<file path="config.mk">
export PLATFORM = sky130hd
export DESIGN_NAME = mac_nch_acc
export DESIGN_NICKNAME = d
export VERILOG_FILES = /design/src/rtl/mac_pkg.sv /design/src/rtl/mac_round_sat.sv /design/src/rtl/mac_nch_acc.sv
export SDC_FILE = /design/constraint.sdc
export NUM_CORES = 2
export LEC_CHECK = 0
export CAP_MARGIN = 0
export CORE_MARGIN = 10
export CORE_UTILIZATION = 39
export DETAILED_ROUTE_END_ITERATION = 8
export PLACE_DENSITY = 0.61
export SLEW_MARGIN = 20
export SYNTH_ARGS = -nofsm -noshare
export SYNTH_HDL_FRONTEND = slang
export SYNTH_HIERARCHICAL = 1
export SYNTH_SLANG_ARGS = --single-unit
</file>
<file path="constraint.sdc">
create_clock -name clk -period 22.7 [get_ports clk]
set_input_delay 4.54 -clock clk [delete_from_list [all_inputs] [get_ports clk]]
set_output_delay 4.54 -clock clk [all_outputs]
set_load 0.03 [all_outputs]
</file>
<file path="src/rtl/mac_pkg.sv">
// Shared definitions for the multi-channel MAC.
//   clog2/ch_width     : index width helpers
//   sat_pos/sat_neg    : symmetric saturation codes for an OW-bit signed output
//   round_const        : rounding addend applied before dropping OSHIFT LSBs
//   AW, CHW            : accumulator and channel-index widths of the default build
// Build option: define MAC_CONV_ROUND_EN for convergent (half-to-even) rounding;
// otherwise rounding is symmetric, half away from zero.
package mac_pkg;

    function automatic int clog2(input int n);
        int r;
        r = 0;
        for (int i = 0; i < 31; i++) begin
            if ((1 << i) < n) r = i + 1;
        end
        return r;
    endfunction

    // A single channel still gets a 1-bit index.
    function automatic int ch_width(input int n);
        return (n <= 1) ? 1 : clog2(n);
    endfunction

    localparam int AW  = 18 + 28 + 2;
    localparam int CHW = ch_width(4);

    // +(2^(ow-1)-1), returned wide; callers cast to their width.
    function automatic logic [127:0] sat_pos(input int ow);
        logic [127:0] one;
        one = 128'd1;
        return (one << (ow - 1)) - one;
    endfunction

    // -(2^(ow-1)-1): the most-negative code is never produced.
    function automatic logic [127:0] sat_neg(input int ow);
        return ~sat_pos(ow) + 128'd1;
    endfunction

    function automatic logic [127:0] round_const(input logic sign, input logic lsb,
                                                 input int oshift);
        logic [127:0] half;
        logic [127:0] sym;
        logic [127:0] conv;
        half = 128'd1 << (oshift - 1);
        // Negative values get half-1 so exact ties move away from zero.
        sym  = sign ? half - 128'd1 : half;
        // Ties resolve toward the even quotient.
        conv = half - 128'd1 + {127'd0, lsb};
`ifdef MAC_CONV_ROUND_EN
        return conv;
`else
        return sym;
`endif
    endfunction

endpackage

</file>
<file path="src/rtl/mac_round_sat.sv">
// Combinational round, overflow detect and symmetric saturate.
//   acc  in  IW  signed accumulator value
//   dout out OW  rounded value, or +/-(2^(OW-1)-1) on overflow
//   ovf  out 1   rounded value did not fit in OW bits
module mac_round_sat
    import mac_pkg::*;
#(
    parameter int IW     = 48,
    parameter int OW     = 20,
    parameter int OSHIFT = 24
) (
    input  logic [IW-1:0] acc,
    output logic [OW-1:0] dout,
    output logic          ovf
);

    localparam logic signed [IW:0] QMAX = (IW + 1)'(sat_pos(OW));
    localparam logic signed [IW:0] QMIN = (IW + 1)'(sat_neg(OW) - 128'd1);
    localparam logic [OW-1:0]      SATP = OW'(sat_pos(OW));
    localparam logic [OW-1:0]      SATN = OW'(sat_neg(OW));

    logic signed [IW:0] rnd;
    logic signed [IW:0] quo;

    // One extra bit so adding the rounding constant can never wrap.
    assign rnd = $signed({acc[IW-1], acc}) +
                 $signed((IW + 1)'(round_const(acc[IW-1], acc[OSHIFT], OSHIFT)));
    assign quo = rnd >>> OSHIFT;

    // Range compare on the full quotient is equivalent to the top bits not all matching.
    assign ovf  = (quo > QMAX) || (quo < QMIN);
    assign dout = ovf ? (acc[IW-1] ? SATN : SATP) : quo[OW-1:0];

endmodule

</file>
<file path="src/rtl/mac_nch_acc.sv">
// Time-multiplexed multi-channel multiply-accumulator, one shared multiplier.
//   clk, rst          clock, asynchronous active-high reset
//   iv, din, cin, ch  tagged sample stream; ch >= NCH is dropped
//   first, last       first tap clears the channel sum, last tap emits a result
//   dout, och, ov     rounded/saturated result, its channel, one-cycle valid
//   ovf               result saturated (qualified by ov)
// Build option MAC_CONV_ROUND_EN selects convergent rounding (see mac_pkg).
module mac_nch_acc
    import mac_pkg::*;
#(
    parameter int DW     = 18,
    parameter int CW     = 28,
    parameter int NCH    = 4,
    parameter int GUARD  = 2,
    parameter int OSHIFT = 24,
    parameter int OW     = 20
) (
    input  logic                         clk,
    input  logic                         rst,
    input  logic                         iv,
    input  logic [DW-1:0]                din,
    input  logic [CW-1:0]                cin,
    input  logic [ch_width(NCH)-1:0]     ch,
    input  logic                         first,
    input  logic                         last,
    output logic [OW-1:0]                dout,
    output logic [ch_width(NCH)-1:0]     och,
    output logic                         ov,
    output logic                         ovf
);

    localparam int ACC_W = DW + CW + GUARD;
    localparam int PW    = DW + CW;
    localparam int CH_W  = ch_width(NCH);
    localparam logic [CH_W:0] NCH_LIM = (CH_W + 1)'(NCH);

    logic                     accept;
    // S1
    logic                     v1, f1, l1;
    logic [CH_W-1:0]          ch1;
    logic signed [DW-1:0]     d1;
    logic signed [CW-1:0]     c1;
    // S2
    logic                     v2, f2, l2;
    logic [CH_W-1:0]          ch2;
    logic signed [PW-1:0]     p2;
    // S3
    logic [ACC_W-1:0]         acc [NCH];
    logic                     v3;
    logic [CH_W-1:0]          ch3;
    // S4
    logic                     v4;
    logic [CH_W-1:0]          ch4;
    logic [ACC_W-1:0]         sum4;
    logic [OW-1:0]            rs_dout;
    logic                     rs_ovf;

    assign accept = iv && ({1'b0, ch} < NCH_LIM);

    always_ff @(posedge clk or posedge rst) begin
        if (rst) begin
            v1  <= 1'b0;
            f1  <= 1'b0;
            l1  <= 1'b0;
            ch1 <= '0;
            d1  <= '0;
            c1  <= '0;
            v2  <= 1'b0;
            f2  <= 1'b0;
            l2  <= 1'b0;
            ch2 <= '0;
            p2  <= '0;
            v3  <= 1'b0;
            ch3 <= '0;
            v4  <= 1'b0;
            ch4 <= '0;
            sum4 <= '0;
            dout <= '0;
            och  <= '0;
            ov   <= 1'b0;
            ovf  <= 1'b0;
            for (int i = 0; i < NCH; i++) acc[i] <= '0;
        end else begin
            // S1: capture the sample.
            v1  <= accept;
            f1  <= first;
            l1  <= last;
            ch1 <= ch;
            d1  <= $signed(din);
            c1  <= $signed(cin);
            // S2: full-width signed product.
            v2  <= v1;
            f2  <= f1;
            l2  <= l1;
            ch2 <= ch1;
            p2  <= PW'(d1) * PW'(c1);
            // S3: read-modify-write of the channel sum within one stage, so
            // consecutive taps on one channel need no forwarding.
            if (v2) begin
                acc[ch2] <= (f2 ? '0 : acc[ch2]) + ACC_W'(p2);
            end
            v3  <= v2 && l2;
            ch3 <= ch2;
            // S4a: fetch the finished sum so rounding stays off the accumulator loop.
            v4   <= v3;
            ch4  <= ch3;
            sum4 <= acc[ch3];
            // S4b: round/saturate and hold outputs until the next result.
            ov <= v4;
            if (v4) begin
                dout <= rs_dout;
                och  <= ch4;
                ovf  <= rs_ovf;
            end
        end
    end

    mac_round_sat #(
        .IW     (ACC_W),
        .OW     (OW),
        .OSHIFT (OSHIFT)
    ) u_round_sat (
        .acc  (sum4),
        .dout (rs_dout),
        .ovf  (rs_ovf)
    );

endmodule

</file>
### Word-level counts from Yosys, hierarchy flattened

Index checks and enable logic that the tools add are counted.

| word-level totals | value |
|---|---|
| output and inout bits | 24 |
| bits in registers | 372 |

| cells by class | value |
|---|---|
| $lt $le $gt $ge | 5 |
| multiply operators | 1 |
| add/subtract/negate cells | 2 |
| reductions and logical operators | 3 |
| bitwise gates (word level) | 2 |
| muxes and demuxes | 13 |

Operators by type and width:

| kind | count |
|---|---|
| 48-bit two-way mux | 6 |
| 48-bit binary-select mux with 2-bit select | 2 |
| 192-bit bitwise mux | 1 |
| 48-bit demux with 2-bit select | 1 |
| 48-bit by 25-bit adder with 49-bit output | 1 |
| 48-bit adder | 1 |
| 18-bit by 28-bit multiplier with 46-bit output | 1 |
| 20-bit two-way mux | 2 |
| 25-bit by 20-bit > comparator with 1-bit output, second input constant | 1 |
| 25-bit by 20-bit less-than comparator with 1-bit output, second input constant | 1 |
| 24-bit two-way mux | 1 |
| 3-bit greater-or-equal comparator, second input constant | 2 |
| 2-bit NOT with 3-bit output | 2 |
| 3-bit by 1-bit less-than comparator with 1-bit output, second input constant | 1 |
| 1-bit logical AND | 2 |
| 1-bit logical OR | 1 |

### Depth between registers and ports, before layout

| depth | value |
|---|---|
| depth after elaboration | 7 |
| gate-level depth with buffers | 28 |
| mapped depth without buffers | 25 |

### By module

The synthesis kept the hierarchy.

Modules (own cells, without submodules):

| module | instances | cells an instance | area an instance (µm²) |
|---|---|---|---|
| mac_nch_acc | 1 | 3452 | 34655.7 |
| mac_round_sat | 1 | 251 | 1781.7 |

### Worst setup path after synthesis

OpenSTA, ideal clock, no wires.

| path | value |
|---|---|
| kind | reg2reg |
| from | reg d1[1] |
| to | reg p2[42] |
| clock period less this slack | 6.602 ns |
| library setup time | 0.131 ns |
| arrival time | 6.471 ns |
| slack | 16.098 ns |
| stages on the path, launching flop included | 27 |
| required time | 22.569 ns |
| buffers on the path | 3 |
| cell sequence | dfrtp_1 > clkbuf_1 > clkbuf_1 > and2_1 > fa_1 > inv_1 > fa_1 > inv_1 > ha_1 > inv_1 > fa_1 > inv_1 > fa_1 > inv_1 > fa_1 > inv_1 > ha_1 > clkbuf_1 > a21o_1 > a21o_1 > a21o_1 > a21o_1 > a21oi_1 > nand2_1 > o21ai_0 > o21ai_0 > xor2_1 |

| between the ends | value |
|---|---|
| cells in the longest elaborated chain, start to end | 1 |

RTL lines:

| element | RTL line | text |
|---|---|---|
| start, declared | mac_nch_acc.sv:41 | `logic signed [DW-1:0] d1;` |
| start signal, assigned | mac_nch_acc.sv:89 | `d1 <= $signed(din);` |
| 18-bit by 28-bit multiplier with 46-bit output | mac_nch_acc.sv:96 | `p2 <= PW'(d1) * PW'(c1);` |
| end signal, assigned | mac_nch_acc.sv:96 |  |
| end, declared | mac_nch_acc.sv:46 | `logic signed [PW-1:0] p2;` |

No other way between the ends.
A chain may end at the register's enable or synchronous reset.

### Worst setup path in the final report

| path | value |
|---|---|
| from | reg d1[0] |
| to | reg p2[39] |

The elaborated chain is that of the path after synthesis.

==> results.toml <==
[outcome]
status = "finished, final reports clean"

[clock_network]
h-tree-depth = 2
cts_resized = 0
path_clk_slew_ns = 0.06
clockBufferDepth = 3
clock-sinks = 372
insertion_delay_ns = 0.61
cts_buffers = 43
postCtsSetupBuffers = 0
cts_root_buf = "clkbuf_16"
cts_tree = "built"
cts_hold_buf = 0

[yosys]
synth_area_um2 = 36440
yosys.area.top_type = "fa_1"
synth_edf_count = 0
synth_cells = 3703
synth.most_common_cell = "inv_1"
synth_cell_type_count = 82
yosys_warnings = 6
synth_ff_type = "dfrtp_1"
ys_top_cells_by_count = "589 x inv_1, 572 x nand2_1, 490 x fa_1"
ys_seq_area_frac = 0.2555
synthTopCellsByArea = "fa_1 27%, dfrtp_1 26%, ha_1 6.3%"
synthArstFlopShare = 1.000
ys_ff_latch = 372
syn_avg_cell_area_um2 = 9.840
netlist.area_leader.share = 0.2692
synth_nets = 4429

[grt]
grt.total_usage = 0.1714
grt_max_degree = 179
grt_overflow_total = 0
antenna_found_initial = 1
grt_pass1_vias = 26690
grt_pass1_wl_mm = 148.2

[sta]
tightest_slew_ns = 1.091
final.setup.tns_ns = 0
hold_violations = 0
max-slew-margin-rel = 0.2729
clock-skew-final_ns = 0.03796
setup_violations = 0
fmax_ghz = 0.1393
rsz0062_at_grt = "no"
slew_violations = 0
period_share = 0.3163
layout_min_cycle_time_ns = 7.179

[setup_path]
reg2reg_slack_ns = 15.52
r2r-start = "d1[0]$_DFF_PP0_"
arrival_ns = 7.65
r2r_end = "p2[39]$_DFF_PP0_"
end_kind = "flop"
cp.required_ns = 23.17
critical_path.max_fanout = 28
worstSetupStartpoint = "d1[0]$_DFF_PP0_"
critical_path_class = "flop to flop"
cp-start-kind = "flop"
r2r_cells = 22

[detailed_routing]
drt_iter0_drc = 1641
detail-route-antenna-nets = 0
totalWireLength_mm = 89.64
dr.pass1.iters = 6
wire_per_inst_um = 18.10
drc = 0
vias = 25180
viasPerCell = 5.084

[worst_hold_path]
whs_endpoint = "v2$_DFF_PP0_"
hold_path.class = "flop to flop"
worstHoldStart = "v1$_DFF_PP0_"
holdPathStages = 0

[die]
coreArea_um2 = 93050
die_w_um = 325.7
dieArea_um2 = 106100
rows = 112
io_pins = 77
dieHeight_um = 325.7
initial_core_util = 0.3916

[place]
place.detailed.hpwl_mm = 66.56
port_buffers = 76
dpl_cell_area_um2 = 38270
gp_congestion = 0.8652

[cells_and_area]
layout-drive-gt1-share = 0.07407
syn2layout_area_growth_pct = 9.113
finalNetCount = 4390
antenna_cells = 0
fin_area_um2 = 39760
num-fill-cells = 9089

[job]
drv_cap = 0
[critical path, cell delays in order, from the launching register on]
cell,delay [ns]
dfrtp_1,1.05
nand2_1,0.19
fa_1,0.57
inv_1,0.06
fa_1,0.51
inv_1,0.05
fa_1,0.48
fa_1,0.51
inv_1,0.05
fa_1,0.52
inv_1,0.05
fa_1,0.47
inv_1,0.04
ha_1,0.38
and4_1,0.26
nand3_1,0.09
o21ai_0,0.10
nor4_1,0.42
o21ai_1,0.23
a41o_1,0.37
or2_2,0.31
a21oi_1,0.22
a221oi_1,0.12
[worst max path at each step]
stage,endpoint,depth (start not counted)
6_report,p2[39]$_DFF_PP0_,22
5_1_grt,p2[42]$_DFF_PP0_,23
4_1_cts,p2[39]$_DFF_PP0_,22
3_5_place_dp,p2[39]$_DFF_PP0_,22
3_3_place_gp,p2[42]$_DFF_PP0_,23
2_1_floorplan,acc[0]$_DFFE_PP0P_,1
[routing by layer]
layer / vias up / GRT usage / wire length [µm]
li1: 11770 / - / -
met1: 12730 / 0.2447 / 42640
met2: 582 / 0.2699 / 40160
met3: 96 / 0.03544 / 5527
met4: 2 / 0.03078 / 1294
met5: - / 0 / 13
[stage by stage]
stage / utilization / worst slack (ns) / instances / hold slack (ns)
global route: 0.4273 / 14.94 / 4953 / 0.3615
CTS: 0.4273 / 15.49 / 4953 / 0.3494
detailed placement: 0.4112 / 15.48 / 4873 / 0.3355
global placement: 0.4112 / 15.54 / 4873 / 0.3325
floorplan: - / 7.829 / 3703 / 0.3312
finish: 0.4273 / 15.52 / 4953 / 0.3480
[placed cells by master, fill, tap and decap left out, drive strengths merged, types with 17 or more instances in the layout]
| cell type | netlist | layout |
|---|---|---|
| a21o | 54 | 54 |
| a21oi | 133 | 133 |
| and2 | 208 | 208 |
| and3 | 27 | 27 |
| buf | 22 | 26 |
| clkbuf | 164 | 62 |
| clkdlybuf4s50 | 0 | 76 |
| dfrtp | 372 | 372 |
| fa | 490 | 490 |
| ha | 183 | 183 |
| inv | 589 | 593 |
| mux2 | 23 | 23 |
| mux4 | 95 | 95 |
| nand2 | 575 | 575 |
| nand3 | 37 | 37 |
| nand4 | 23 | 23 |
| nor2 | 82 | 82 |
| nor2b | 62 | 62 |
| o21a | 17 | 17 |
| o21ai | 251 | 251 |
| xnor2 | 71 | 71 |
| xor2 | 32 | 32 |
[state kept, by name, indices dropped and copies added, names as in the netlist, 2 cells and up]
register / flops
acc: 192
c1: 28
ch1: 2
ch2: 2
ch3: 2
ch4: 2
d1: 18
dout: 20
och: 2
p2: 46
sum4: 48
[kinds of logic after synthesis]
| family | after synthesis | share of synthesized area |
|---|---|---|
| fa+ha+maj | 673 | 0.3321 |
| mux | 119 | 0.06610 |
| flops | 372 | 0.2555 |
| simple gates | 1095 | 0.1445 |
| buf+inv | 775 | 0.08114 |
| xor+xnor | 103 | 0.02476 |
| compound gates | 566 | 0.09598 |
[cell type report]
class                           count  area (µm²)  area share
Inverter                          589        2218     0.05580
Clock inverter                     18       235.2    0.005916
Sequential cell                   372        9323      0.2345
Timing Repair Buffer              102       968.4     0.02436
Clock buffer                       62        1257     0.03163
Tap cell                         1254        1569     0.03946
Multi-Input combinational cell   2556       24190      0.6084
Power is not shown: default switching activity piles up to over one toggle a cycle in this logic, so the estimate is an artifact.
